$ cat src/rtl/t1b_ultrasonic_pkg.sv
// Shared types and constants for the HC-SR04-style ranger controller.
// The optional echo timeout is enabled by defining T1B_ECHO_TIMEOUT_EN.
package t1b_ultrasonic_pkg;

   localparam int COUNT_W = 20;
   localparam int DIST_W  = 16;
   localparam int PROD_W  = 29;

   localparam int PERIOD_CYC_DEF   = 600555;
   localparam int TRIG_START_DEF   = 52;
   localparam int TRIG_LEN_DEF     = 500;
   localparam int OBSTACLE_MM_DEF  = 70;
   localparam int MAX_ECHO_CYC_DEF = 500000;

   // 2 ms round trip corresponds to roughly 339 mm
   localparam int SCALE_NUM = 339;
   localparam int SCALE_DEN = 100000;

   typedef enum logic [1:0] {
      IDLE    = 2'd0,
      ARM     = 2'd1,
      MEASURE = 2'd2
   } state_e;

   function automatic logic [COUNT_W-1:0] sat_inc(input logic [COUNT_W-1:0] c);
      return (c == '1) ? c : c + 1'b1;
   endfunction

endpackage

$ cat src/rtl/t1b_dist_scale.sv
// Combinational echo-width to millimetre conversion: floor(count * 339 / 100000).
// Product fits in 29 bits; the quotient always fits in the 16-bit distance.
module t1b_dist_scale
   import t1b_ultrasonic_pkg::*;
(
   input  logic [COUNT_W-1:0] count,
   output logic [DIST_W-1:0]  dist_mm
);

   logic [PROD_W-1:0] prod;

   assign prod    = PROD_W'(count) * PROD_W'(SCALE_NUM);
   assign dist_mm = DIST_W'(prod / PROD_W'(SCALE_DEN));

endmodule

$ cat src/rtl/t1b_ultrasonic.sv
// Ultrasonic ranger: periodic 10 us trigger, echo width capture, mm conversion, obstacle flag.
// Define T1B_ECHO_TIMEOUT_EN to abort over-long echoes at MAX_ECHO_CYC cycles.
module t1b_ultrasonic
   import t1b_ultrasonic_pkg::*;
#(
   parameter int PERIOD_CYC  = PERIOD_CYC_DEF,
   parameter int TRIG_START  = TRIG_START_DEF,
   parameter int TRIG_LEN    = TRIG_LEN_DEF,
   parameter int OBSTACLE_MM = OBSTACLE_MM_DEF
`ifdef T1B_ECHO_TIMEOUT_EN
   ,
   parameter int MAX_ECHO_CYC = MAX_ECHO_CYC_DEF
`endif
)(
   input  logic              clk_50M,
   input  logic              reset,
   input  logic              echo_rx,
   output logic              trig,
   output logic              op,
   output logic [DIST_W-1:0] distance_out
);

   localparam int PC_W = $clog2(PERIOD_CYC);

   localparam logic [1:0] S_IDLE    = IDLE;
   localparam logic [1:0] S_ARM     = ARM;
   localparam logic [1:0] S_MEASURE = MEASURE;

   localparam logic [PC_W-1:0] PC_LAST  = PC_W'(PERIOD_CYC - 1);
   localparam logic [PC_W-1:0] PC_TRIG0 = PC_W'(TRIG_START);
   localparam logic [PC_W-1:0] PC_TRIG1 = PC_W'(TRIG_START + TRIG_LEN - 1);
   localparam logic [PC_W-1:0] PC_ARM   = PC_W'(TRIG_START + TRIG_LEN);

   logic [PC_W-1:0]    pc, pc_nxt;
   logic               trig_nxt;
   logic [1:0]         state;
   logic [COUNT_W-1:0] count;
   logic [DIST_W-1:0]  scaled;

   function automatic logic is_obstacle(input logic [DIST_W-1:0] d);
      return (d != '0) && (d < DIST_W'(OBSTACLE_MM));
   endfunction

   // trig and the FSM key off the counter value the edge is about to load
   always_comb begin
      pc_nxt   = (pc == PC_LAST) ? '0 : pc + 1'b1;
      trig_nxt = (pc_nxt >= PC_TRIG0) && (pc_nxt <= PC_TRIG1);
   end

   t1b_dist_scale u_scale (
      .count   (count),
      .dist_mm (scaled)
   );

   always_ff @(posedge clk_50M or negedge reset) begin
      if (!reset) begin
         pc           <= '0;
         trig         <= 1'b0;
         state        <= S_IDLE;
         count        <= '0;
         distance_out <= '0;
         op           <= 1'b0;
      end else begin
         pc   <= pc_nxt;
         trig <= trig_nxt;
         case (state)
            S_IDLE: begin
               if (pc_nxt == PC_ARM) state <= S_ARM;
            end
            S_ARM: begin
               if (echo_rx) begin
                  count <= COUNT_W'(1);
                  state <= S_MEASURE;
               end else begin
                  distance_out <= '0;
                  op           <= 1'b0;
                  state        <= S_IDLE;
               end
            end
            S_MEASURE: begin
`ifdef T1B_ECHO_TIMEOUT_EN
               if (echo_rx && (count >= COUNT_W'(MAX_ECHO_CYC))) begin
                  distance_out <= '0;
                  op           <= 1'b0;
                  state        <= S_IDLE;
               end else
`endif
               // echo fall or window end both latch the width seen so far
               if (!echo_rx || (pc_nxt == '0)) begin
                  distance_out <= scaled;
                  op           <= is_obstacle(scaled);
                  state        <= S_IDLE;
               end else begin
                  count <= sat_inc(count);
               end
            end
            default: state <= S_IDLE;
         endcase
      end
   end

endmodule

$ cat config.mk
export PLATFORM = sky130hd
export DESIGN_NAME = t1b_ultrasonic
export DESIGN_NICKNAME = d
export VERILOG_FILES = /design/src/rtl/t1b_ultrasonic_pkg.sv /design/src/rtl/t1b_dist_scale.sv /design/src/rtl/t1b_ultrasonic.sv
export SDC_FILE = /design/constraint.sdc
export NUM_CORES = 1
export LEC_CHECK = 0
export ABC_AREA = 1
export CAP_MARGIN = 20
export CORE_MARGIN = 2
export CORE_UTILIZATION = 40
export DETAILED_ROUTE_END_ITERATION = 8
export SYNTH_ARGS = -nofsm -noshare
export SYNTH_HDL_FRONTEND = slang
export SYNTH_HIERARCHICAL = 1
export SYNTH_SLANG_ARGS = --single-unit
export TNS_END_PERCENT = 1
$ cat constraint.sdc
create_clock -name clk_50M -period 22.9 [get_ports clk_50M]
set_clock_uncertainty 0.1 [all_clocks]
set_input_delay 3.435 -clock clk_50M [delete_from_list [all_inputs] [get_ports clk_50M]]
set_output_delay 3.435 -clock clk_50M [all_outputs]
set_load 0.1 [all_outputs]
## Word-level counts from Yosys, hierarchy flattened

Cells that the tools add are included.

- Input bits: 3
- Bits in registers: 60
- Logic and storage cells: 50
- Output and inout port bits: 18

- Order comparisons: 3
- Equal/unequal tests: 11
- Multiply operators: 1
- $add $sub $neg: 2
- Reduce and logical (&&, ||, !) cells: 11
- Div/mod/pow operators: 1
- Muxes and demuxes: 15

Operators with widths:

| operator | number |
|---|---|
| two-way mux 20 bit | 4 |
| adder 20 x 1 -> 20 bit, second input constant | 2 |
| equality test 20 bit, second input constant | 2 |
| one-hot mux 20 bit (2 select lines) | 1 |
| two-way mux 16 bit | 2 |
| one-hot mux 16 bit (2 select lines) | 1 |
| divider 29 x 17 -> 29 bit, second input constant | 1 |
| multiplier 20 x 9 -> 29 bit, second input constant | 1 |
| equality test 20 x 10 -> 1 bit, second input constant | 1 |
| >= comparator 20 x 6 -> 1 bit, second input constant | 1 |
| less-or-equal comparator 20 x 10 -> 1 bit, second input constant | 1 |
| logical NOT 20 bit | 1 |
| less-than comparator 16 x 7 -> 1 bit, second input constant | 1 |
| nonzero test 16 bit | 1 |
| != test 2 bit, second input constant | 6 |
| two-way mux 2 bit | 3 |
| one-hot mux 2 bit (3 select lines) | 1 |
| AND reduction 4 bit | 1 |
| AND reduction 3 bit | 1 |
| equality test 2 x 1 -> 1 bit, second input constant | 1 |
| equality test 2 bit, second input constant | 1 |
| logical AND 1 bit | 2 |
| logical NOT 2 bit | 1 |
| two-way mux 1 bit | 2 |
| other kinds (5) | 5 |

## Depth between registers and ports, before layout

- Depth in word-level cells: 6
- Gate-level depth with buffers: 131
- Mapped depth without buffers: 128

## Modules after synthesis

The synthesis kept the hierarchy.

By module, submodules not included:

| module | instances | sequential area each (µm²) | area each (µm²) | cells an instance |
|---|---|---|---|---|
| t1b_dist_scale | 1 | 0.0 | 9549.2 | 1714 |
| t1b_ultrasonic | 1 | 1501.4 | 3631.0 | 502 |

## Worst setup path before layout

No wires, ideal clock.

- Path kind: register -> register
- Start point: register count[8]
- End point: register op
- Required time: 22.671 ns
- Data arrival time: 12.786 ns
- Buffers on the path: 10
- Clock period less this slack: 13.015 ns
- Library setup time: 0.129 ns
- Cell stages (with the launch flop): 113
- Path slack: 9.885 ns
- Cells stage by stage: dfrtp_1 -> ha_1 -> fa_1 -> fa_1 -> inv_1 -> fa_1 -> inv_1 -> ha_1 -> nand2_1 -> inv_1 -> a21oi_2 -> nor2_1 -> nor2_1 -> nand2_1 -> xnor2_1 -> nand2_2 -> nand2_2 -> nand3_4 -> [77 not listed] -> nand2_1 -> nand2_1 -> nand2_1 -> nor2_1 -> nand3_2 -> nand3_2 -> buf_6 -> nand2_1 -> nand2_1 -> nand3_1 -> nor2_1 -> nand2_1 -> nand2_1 -> nand2_1 -> nor2_1 -> nand4_1 -> nand4_1 -> o21ai_0

- Cells in the longest elaborated chain, start to end: 6
- Elaborated cells between the ends (all ways): 7
- Classes of those cells: mul (1); div (1); order compare (1); mux (2); reduce/logical (2)

RTL lines:

| item | RTL line | text |
|---|---|---|
| start: declaration | t1b_ultrasonic.sv:37 | `logic [COUNT_W-1:0] count;` |
| start signal: assignment | t1b_ultrasonic.sv:94 | `count <= sat_inc(count);` |
| multiplier 20 x 9 -> 29 bit (*) | t1b_dist_scale.sv:12 | `assign prod = PROD_W'(count) * PROD_W'(SCALE_NUM);` |
| divider 29 x 17 -> 29 bit (*) | t1b_dist_scale.sv:13 | `assign dist_mm = DIST_W'(prod / PROD_W'(SCALE_DEN));` |
| net scaled[11] | t1b_ultrasonic.sv:38 | `logic [DIST_W-1:0] scaled;` |
| less-than comparator 16 x 7 -> 1 bit or nonzero test 16 bit (tied branches) | t1b_ultrasonic.sv:41 | `return (d != '0) && (d < DIST_W'(OBSTACLE_MM));` |
| logical AND 1 bit (*) | t1b_ultrasonic.sv:41 |  |
| two-way mux 1 bit (*) | t1b_ultrasonic.sv:89 | `if (!echo_rx \|\| (pc_nxt == '0)) begin` |
| one-hot mux 1 bit (2 select lines) (*) | t1b_ultrasonic.sv:66 | `case (state)` |
| end signal: assignment | t1b_ultrasonic.sv:91 | `op <= is_obstacle(scaled);` |
| end: declaration | t1b_ultrasonic.sv:19 | `output logic op,` |

Mark *: on every way through the listed nets, which the timed path passes. The rest lies on a longest branch. The select of a mux whose other input is x is not followed.
A chain may end at the register's enable or synchronous reset.

## Worst setup path in the final report

Same ends and word-level chain as after synthesis.

==> metrics.csv <==
metric,value,unit
p_leak,8.51,nW
max-cap-violations,0,
p_total,0.000247,W
drt_iter0_drc,819,
cts.sinks,60,
cts_hold_buf,0,
grt_usage,20.6,%
start_util,40.6,%
areaGrowthSynthToFinish,5.93,%
synthTopCellsByArea,"nand2_1 (21%), dfrtp_1 (11%), ha_1 (10%)",
die_area,0.0344,mm2
yosysTopAreaCellShare,21.0,%
holdPathStages,2,
syn_inst,2216,
crit_path_end_kind,flip-flop,
p_sw,0.0000560,W
fmax,59.9,MHz
port-buffer-count,20,
setup_viol,0,
core,0.0325,mm2
vias,13121,
worst_ep_required_time,23060,ps
synth_seq_cells,60,
pwr-share-comb,1.4,%
globalRouteOverflowTotal,0,
ys_async_sr_fraction,100,%
nNetsFinal,2372,
io_pins,21,
grt_pass1_vias,12521,
hold_start,distance_out[4]$_DFFE_PN0P_,
cts_tree,yes,
relSlewSlack,31.6,%
antennaDiodeCount,0,
p_clk_share,55.7,%
routed_wl,33400,um
min_path_type,reg2reg,
clk_pin_slew_worst_paths,60,ps
dp_hpwl,27700,um
cp_max_fo,21,
rows,66,
r2r-start,count[8]$_DFFE_PN0P_,
yosysSeqAreaShare,11.4,%
min_period,16690,ps
ir_worst_vdd,0.0325,mV
place_congestion,0.940,
drive_above_1_share,9.37,%
synthFlopType,dfrtp_1,
fin_crit_sh,72.9,%
crit_path_frequent_cell,nand2_1,
arrival,16850,ps
die_x,186,um
cts-root-buf,clkbuf_16,
synth-edff-count,0,
dr.pass1.iters,6,
grt_max_degree,61,
post_cts_buffers,0,
cts.repair.resized,0,
syn_avg_cell_area,5.95,um2
startpoint_type,flip-flop,
yosysWarnings,6,
post_drt_wl_per_cell,12.6,um
power_frac_seq,42.9,%
worstMarginPinSlew,1020,ps
netlist_area,0.0132,mm2
p_int,0.000191,W
clock_tree.buffer_depth,2,
switching_share,22.6,%
slew_violations,0,
yosysUniqueCellTypes,50,
antenna_found_initial,0,
cts_htree_levels,3,
clk_latency,340,ps
p_per_area,17.7,mW/mm2
avgViaCountPerCell,4.93,
drc,0,
slowest_delay,560,ps
postRouteAntennaNets,0,
rsz0062_at_grt,false,
cts_buffers,9,
grt_pass1_wl,59000,um
setup_tns,0,ps
critPathSlowestCell,dfrtp_1,
crit_type,reg2reg,
die_y,186,um
crit_start,count[8]$_DFFE_PN0P_,
status,finished clean,
synth_top_cell_by_area,nand2_1,
hold_violations,0,
worst-r2r-cell-count,100,
==> synthesized netlist by cell type (2+ instances only) <==
| library cell | count |
|---|---|
| nand3_1 | 265 |
| nand2_1 | 736 |
| and2_1 | 6 |
| dfrtp_1 | 60 |
| clkbuf_1 | 9 |
| nand3_2 | 11 |
| clkinv_1 | 11 |
| ha_1 | 107 |
| nor4_1 | 6 |
| a31oi_1 | 3 |
| nor2_1 | 167 |
| nor2_4 | 15 |
| o21bai_1 | 8 |
| o21ai_1 | 25 |
| nand4_1 | 43 |
| xor2_1 | 36 |
| a21oi_1 | 38 |
| nand2_2 | 67 |
| o211ai_1 | 5 |
| nand3_4 | 4 |
| o21ai_0 | 29 |
| inv_1 | 346 |
| o21ai_2 | 4 |
| a21oi_4 | 2 |
| nand3b_1 | 15 |
| fa_1 | 46 |
| nand2_8 | 2 |
| inv_2 | 31 |
| nor3_1 | 21 |
| a21oi_2 | 6 |
| nor2_2 | 26 |
| nand2_4 | 14 |
| buf_6 | 16 |
| xnor2_1 | 11 |
| buf_4 | 10 |
==> cell families after synthesis <==
logic type	synth area share (%)
other	0.0285
buffers and inverters	13.4
AO/OA/AOI/OAI	5.62
flip-flops	11.4
multiplexers	0.0759
AND/OR/NAND/NOR	49.3
adder cells (fa/ha/maj)	17.1
XOR/XNOR	3.12
==> area by class of cell <==
class / count / area [um2]
fill: 3495 / 18500
multi-input combinational: 1732 / 9930
clock inverter: 5 / 62.6
clock buffer: 11 / 233
sequential: 60 / 1500
inverter: 390 / 1470
timing repair buffer: 23 / 218
tap: 442 / 553
==> power by group through the flow <==
stage	Combinational, W	Sequential [W]	Clock [W]
2_1_floorplan	0.00000105	0.000108	0
3_3_place_gp	0.00000379	0.000108	0
5_1_grt	0.00000416	0.000106	0.000146
6_report	0.00000353	0.000106	0.000138
4_1_cts	0.00000381	0.000106	0.000142
3_5_place_dp	0.00000383	0.000108	0
==> metrics by stage <==
step                      std cells  hold WS [ps]  setup slack, ps  cell area (um2)  utilization (%)
after floorplan                2218           352             9890            13200                -
after global routing           2663           393             4050            14000             43.0
after detailed placement       2647           358             6300            13700             42.1
final                          2663           364             6210            14000             43.0
after global placement         2647           355             6830            13700             42.1
after CTS                      2663           371             6250            14000             43.0
==> registers in the layout (all words and copies together), names as in the netlist <==
signal,flops
trig,1
count,20
pc,20
op,1
distance_out,16
state,2
==> per-layer routing <==
layer | share of wire, % | track usage (%) | vias to the layer above
li1 | - | - | 6944
met1 | 49 | 28.1 | 5911
met2 | 45 | 34.9 | 227
met3 | 3.2 | 1.84 | 39
met4 | 2.0 | 5.49 | 0
met5 | 0 | 0 | -
==> layout by cell type (no fill, tap or decap), drive strengths merged, types with 2 or more instances in the layout <==
master / n
nand2: 819
inv: 378
nand3: 280
nor2: 209
ha: 107
dfrtp: 60
o21ai: 58
fa: 46
a21oi: 46
nand4: 44
xor2: 36
nor3: 22
clkdlybuf4s50: 19
nand3b: 15
clkinv: 14
xnor2: 11
clkbuf: 11
o21bai: 8
nor4: 7
and2: 6
o211ai: 5
buf: 4
a31oi: 3
conb: 3
clkinvlp: 2
a21boi: 2
==> final timing paths <==
path / endpoint / slack, ps
worst max-delay path: op$_DFFE_PN0P_ / 6210
worst min-delay path: distance_out[4]$_DFFE_PN0P_ / 360
worst max register to register: op$_DFFE_PN0P_ / 6210
worst min register to register: distance_out[4]$_DFFE_PN0P_ / 360
max in group asynchronous: distance_out[12]$_DFFE_PN0P_ / 18980
min in group asynchronous: count[15]$_DFFE_PN0P_ / 3160
==> worst max-delay path: cells and delay by family (launching register included) <==
kind	cells	cell delay, ps
adder cells (fa/ha/maj)	5	2270
AO/OA/AOI/OAI	10	2380
XOR/XNOR	1	430
flip-flops	1	560
AND/OR/NAND/NOR	75	10230
buffers and inverters	9	610
No activity file was read; power rests on OpenSTA's default activity.
